`src/rtl/bvf_stream_decoder.sv`:
```
// Streaming pairwise-BVF decoder: out[2k]=in[2k], out[2k+1]=in[2k+1]^in[2k].
// Accepted words are decoded, tagged with their frame index and held in a 2-entry FIFO.
module bvf_stream_decoder #(
  parameter int DATA_W    = 8,
  parameter int FRAME_LEN = 4,
  parameter int IDX_W     = 2
) (
  input  logic              clk,
  input  logic              rst_n,
  input  logic              s_valid,
  output logic              s_ready,
  input  logic [DATA_W-1:0] s_data,
  input  logic              s_last,
  output logic              m_valid,
  input  logic              m_ready,
  output logic [DATA_W-1:0] m_data,
  output logic              m_last,
  output logic [IDX_W-1:0]  m_index,
  output logic              frame_err,
  output logic [15:0]       frame_count
);

  // Handshake: a beat transfers on a rising edge where valid && ready. s_ready
  // depends only on occupancy (and reset), never on m_ready, so no s-to-m path.

  localparam logic [IDX_W-1:0] LAST_IDX = IDX_W'(FRAME_LEN - 1);

  logic [DATA_W-1:0] r_mem_data [2];
  logic [IDX_W-1:0]  r_mem_idx  [2];
  logic [1:0]        r_mem_last;
  logic              r_wr_ptr;
  logic              r_rd_ptr;
  logic [1:0]        r_count;
  logic [IDX_W-1:0]  r_wr_idx;
  logic              r_frame_err;
  logic [15:0]       r_frame_count;

  logic              w_push;
  logic              w_pop;
  logic              w_idx_at_end;
  logic [DATA_W-1:0] w_decoded;

  always_comb begin
    w_decoded = s_data;
    for (int k = 0; k < DATA_W / 2; k++) begin
      w_decoded[2*k+1] = s_data[2*k+1] ^ s_data[2*k];
    end
  end

  assign s_ready      = rst_n && (r_count != 2'd2);
  assign m_valid      = (r_count != 2'd0);
  assign m_data       = r_mem_data[r_rd_ptr];
  assign m_last       = r_mem_last[r_rd_ptr];
  assign m_index      = r_mem_idx[r_rd_ptr];
  assign frame_err    = r_frame_err;
  assign frame_count  = r_frame_count;

  assign w_push       = s_valid && s_ready;
  assign w_pop        = m_valid && m_ready;
  assign w_idx_at_end = (r_wr_idx == LAST_IDX);

  always_ff @(posedge clk) begin
    if (!rst_n) begin
      // Storage is cleared too so the head reads as zero while empty.
      for (int i = 0; i < 2; i++) begin
        r_mem_data[i] <= '0;
        r_mem_idx[i]  <= '0;
      end
      r_mem_last    <= '0;
      r_wr_ptr      <= 1'b0;
      r_rd_ptr      <= 1'b0;
      r_count       <= 2'd0;
      r_wr_idx      <= '0;
      r_frame_err   <= 1'b0;
      r_frame_count <= 16'd0;
    end else begin
      if (w_push) begin
        r_mem_data[r_wr_ptr] <= w_decoded;
        r_mem_last[r_wr_ptr] <= s_last;
        r_mem_idx[r_wr_ptr]  <= r_wr_idx;
        r_wr_ptr             <= ~r_wr_ptr;
      end
      if (w_pop) begin
        r_rd_ptr <= ~r_rd_ptr;
      end
      case ({w_push, w_pop})
        2'b10:   r_count <= r_count + 2'd1;
        2'b01:   r_count <= r_count - 2'd1;
        default: r_count <= r_count;
      endcase

      if (w_push) begin
        // Frame boundary either from s_last or from the length limit; a
        // disagreement between the two is a short or long frame.
        if (s_last || w_idx_at_end) begin
          r_wr_idx <= '0;
        end else begin
          r_wr_idx <= r_wr_idx + 1'b1;
        end
        if (s_last != w_idx_at_end) begin
          r_frame_err <= 1'b1;
        end
        if (s_last && (r_frame_count != 16'hFFFF)) begin
          r_frame_count <= r_frame_count + 16'd1;
        end
      end
    end
  end

endmodule

```
`config.mk`:
```
export PLATFORM = sky130hd
export DESIGN_NAME = bvf_stream_decoder
export DESIGN_NICKNAME = d
export VERILOG_FILES = /design/src/rtl/bvf_stream_decoder.sv
export SDC_FILE = /design/constraint.sdc
export NUM_CORES = 1
export LEC_CHECK = 0
export ABC_AREA = 1
export BUFFER_PORTS_ARGS = -buffer_cell sky130_fd_sc_hd__buf_2
export CORE_AREA = 2 2 69 71
export CTS_CLUSTER_SIZE = 8
export DETAILED_ROUTE_END_ITERATION = 10
export DIE_AREA = 0 0 71 73
export HOLD_SLACK_MARGIN = 0.1
export PLACE_DENSITY_LB_ADDON = 0.08
export SYNTH_ARGS = -nofsm -noshare
export SYNTH_HDL_FRONTEND = slang
export SYNTH_SLANG_ARGS = --single-unit
```
`constraint.sdc`:
```
create_clock -name clk -period 4.75 [get_ports clk]
set_input_delay 0.475 -clock clk [delete_from_list [all_inputs] [get_ports clk]]
set_output_delay 0.475 -clock clk [all_outputs]
set_load 0.05 [all_outputs]
```
==> qor.json <==
{
  "synth.avg_cell_area": {"value": 8.13, "unit": "µm²"},
  "vias_per_cell": {"value": 4.94},
  "die_w": {"value": 71, "unit": "µm"},
  "drt_wl_total": {"value": 4.53, "unit": "mm"},
  "netlist-cell-type-count": {"value": 27},
  "postCtsResizedCells": {"value": 0},
  "antenna_found_initial": {"value": 0},
  "residual_drc_count": {"value": 0},
  "fin_setup_tns": {"value": 0, "unit": "ns"},
  "global_route.usage.total": {"value": 19.0, "unit": "%"},
  "ff2ff_setup_slack": {"value": 2.27, "unit": "ns"},
  "final_common_cell": {"value": "sky130_fd_sc_hd__nor2_1"},
  "die_height": {"value": 73, "unit": "µm"},
  "fillCellCount": {"value": 409},
  "grt_max_degree": {"value": 27},
  "end_kind": {"value": "flip-flop"},
  "pleak": {"value": 0.00121, "unit": "µW"},
  "setup_viol": {"value": 0},
  "worstPathRequired": {"value": 4.70, "unit": "ns"},
  "finalPower": {"value": 924, "unit": "µW"},
  "hold_path_depth": {"value": 2},
  "worst_path_max_delay_cell": {"value": "sky130_fd_sc_hd__nor2_1"},
  "fin_crit": {"value": 2.61, "unit": "ns"},
  "buffer_ports.inserted": {"value": 42},
  "synth-warning-count": {"value": 0},
  "start_util": {"value": 52.2, "unit": "%"},
  "top_level_ports": {"value": 43},
  "worst_pin_slew": {"value": 0.757, "unit": "ns"},
  "cp_max_fo": {"value": 26},
  "drv_cap": {"value": 0},
  "status": {"value": "finished clean"},
  "syn-num-nets": {"value": 308},
  "maxSlewViolCount": {"value": 0},
  "grt_overflow_total": {"value": 0},
  "diodes": {"value": 0},
  "crit_arrival": {"value": 2.56, "unit": "ns"},
  "synth_xor_area_share": {"value": 2.22, "unit": "%"},
  "muxShareOfSynthArea": {"value": 4.76, "unit": "%"},
  "final_period_utilization": {"value": 55.0, "unit": "%"},
  "startpoint_type": {"value": "primary input"},
  "finish.instance_area": {"value": 0.00268, "unit": "mm²"},
  "grt_pass1_wl": {"value": 7.71, "unit": "mm"},
  "worst_hold_startpoint": {"value": "frame_err"},
  "syn-cell-area": {"value": 0.00237, "unit": "mm²"},
  "netlist_instances": {"value": 291},
  "number_of_flops_mapped_to_enable_cells_by_yosys": {"value": 20},
  "syn_to_final_growth": {"value": 13.3, "unit": "%"},
  "critical_path_buf_inv_count": {"value": 1},
  "layout_net_count": {"value": 348},
  "finClkSkew": {"value": 0.00666, "unit": "ns"},
  "core": {"value": 0.00454, "unit": "mm²"},
  "mostFrequentLayoutCells": {"value": "sky130_fd_sc_hd__nor2_1, sky130_fd_sc_hd__nand2_1, sky130_fd_sc_hd__buf_2"},
  "irDropWorstVdd": {"value": 0.140, "unit": "mV"},
  "cts_tree": {"value": "yes"},
  "synthSimpleGateAreaFrac": {"value": 29.0, "unit": "%"},
  "post_route_cells_drive_above_1_share": {"value": 22.9, "unit": "%"},
  "wire_per_inst": {"value": 11.7, "unit": "µm"},
  "top_achievable_clock_speed": {"value": 383, "unit": "MHz"},
  "fp-row-count": {"value": 25},
  "final_util": {"value": 59.1, "unit": "%"},
  "drt_pass1_iterations": {"value": 4},
  "drt_iter0_drc": {"value": 98},
  "first_global_vias": {"value": 1828},
  "regToRegEndpoint": {"value": "r_mem_data[1][0]"},
  "cts_max_path_buffers": {"value": 2},
  "synth_adder_area_share": {"value": 2.12, "unit": "%"},
  "worstPathCellList": {"value": "buf_2, nand2_1, nor2_1, nand2_1, nand2_1"},
  "critical-path-top-cell-by-count": {"value": "sky130_fd_sc_hd__nand2_1"},
  "hold_path.class": {"value": "flip-flop to flip-flop"},
  "clock_latency": {"value": 0.31, "unit": "ns"},
  "num_vias": {"value": 1905},
  "die_area": {"value": 0.00518, "unit": "mm²"},
  "critPathMaxStageDelay": {"value": 0.60, "unit": "ns"},
  "ys_seq_area_share": {"value": 47.4, "unit": "%"},
  "synth_flop_cell": {"value": "sky130_fd_sc_hd__dfxtp_1"},
  "power-per-cell-area": {"value": 345, "unit": "mW/mm²"},
  "worst_path_dominant_cell_family": {"value": "simple AND/OR/NAND/NOR gates"},
  "gpl.final_weighted_congestion": {"value": 0.764},
  "synth_seq_cells": {"value": 46},
  "timing_worst_setup_path_type": {"value": "primary input to flip-flop"},
  "antenna_left": {"value": 0},
  "cts.hold.buffers_added": {"value": 0},
  "hold_ws": {"value": 0.474, "unit": "ns"},
  "postSynth.asyncResetShare": {"value": 0, "unit": "%"},
  "final_hold_viol_count": {"value": 0},
  "grt_setup_unrepaired": {"value": "false"},
  "placed_area": {"value": 0.00257, "unit": "mm²"},
  "max_slew_margin": {"value": 49.4, "unit": "%"},
  "clock_tree.htree_level_count": {"value": 2},
  "area_fraction_in_compound_gates_after_synthesis": {"value": 5.71, "unit": "%"},
  "place_hpwl": {"value": 3.22, "unit": "mm"},
  "tritoncts.num_buffers": {"value": 5},
  "timing.rr.start": {"value": "r_count[0]"},
  "worst_hold_path.endpoint": {"value": "frame_err"},
  "worst_r2r_path_depth": {"value": 6},
  "cts_num_sinks": {"value": 46},
  "synth_top_family_by_area": {"value": "simple AND/OR/NAND/NOR gates"},
  "cts-root-buf": {"value": "sky130_fd_sc_hd__clkbuf_8"},
  "worst_setup_hold_path_clk_slew": {"value": 0.08, "unit": "ns"},
  "post_cts_buffers": {"value": 0}
}
==> routing by layer <==
metal	track usage, %	share of wire [%]	wire (µm)	vias to the layer above
li1	-	-	-	998
met1	21.4	45	2020	860
met2	33.6	48	2190	35
met3	3.73	4.2	191	12
met4	11.1	2.6	119	0
met5	0	0	0	-
==> Yosys cell counts, types with 4 or more instances <==
cell type	number	area share (%)
sky130_fd_sc_hd__edfxtp_1	20	25
sky130_fd_sc_hd__inv_1	35	5.6
sky130_fd_sc_hd__nand3_1	18	3.8
sky130_fd_sc_hd__nand2_1	57	9.0
sky130_fd_sc_hd__ha_1	4	2.1
sky130_fd_sc_hd__nor2_1	66	10
sky130_fd_sc_hd__mux2_2	10	4.8
sky130_fd_sc_hd__nor2_4	4	1.9
sky130_fd_sc_hd__dfxtp_1	26	22
sky130_fd_sc_hd__xnor2_1	4	1.5
sky130_fd_sc_hd__o21ai_0	8	1.7
sky130_fd_sc_hd__a21oi_1	12	2.5
sky130_fd_sc_hd__a21oi_2	4	1.5
sky130_fd_sc_hd__nand3_2	4	1.7
==> kinds of logic after synthesis <==
family / Yosys count
AND/OR/NAND/NOR: 156
flip-flops: 46
buffers and inverters: 45
AO/OA/AOI/OAI: 24
multiplexers: 10
XOR/XNOR: 6
adder cells (fa/ha/maj): 4
==> how the worst max path moves through the flow <==
stage	startpoint	end	depth (start not counted)	slack, ns
2_1_floorplan	frame_count[0]	frame_count[13]	9	2.84
3_3_place_gp	rst_n	r_mem_data[1][0]	5	1.96
3_5_place_dp	rst_n	r_mem_data[1][1]	5	1.78
4_1_cts	rst_n	r_mem_data[1][1]	5	2.09
5_1_grt	rst_n	r_mem_data[1][7]	5	1.89
6_report	rst_n	r_mem_data[1][0]	5	2.14
==> sequential cells by signal (all words and copies together), names as in the netlist, named ones only <==
signal and count:
frame_err 1, r_wr_ptr 1, frame_count 16, r_wr_idx 2, r_count 2, r_mem_last 2
r_mem_idx 4, r_mem_data 16, r_rd_ptr 1
==> worst reg2reg max path: cells and delay by family (launching register included) <==
| family | cells | cell delay (ns) |
|---|---|---|
| buffers and inverters | 1 | 0.06 |
| flip-flops | 1 | 0.36 |
| AND/OR/NAND/NOR | 5 | 1.71 |
==> cell type report <==
type | instances | area, µm² | share of cell area (%)
Clock buffer | 6 | 72.6 | 2.71
Inverter | 36 | 135 | 5.04
Tap cell | 54 | 67.6 | 2.52
Clock inverter | 2 | 37.5 | 1.40
Timing Repair Buffer | 42 | 210 | 7.84
Sequential cell | 46 | 1120 | 41.8
Multi-Input combinational cell | 200 | 1040 | 38.7
==> power breakdown <==
group          internal, µW  switching, µW
clock network           157            136
logic                  48.6            130
registers               437           15.8
==> through the flow <==
stage / std cells / setup slack, ns
finish: 386 / 2.14
global route: 386 / 1.89
CTS: 386 / 2.09
detailed placement: 378 / 1.78
global placement: 378 / 1.96
floorplan: 291 / 2.84
Power figures use the tool's default switching activity.
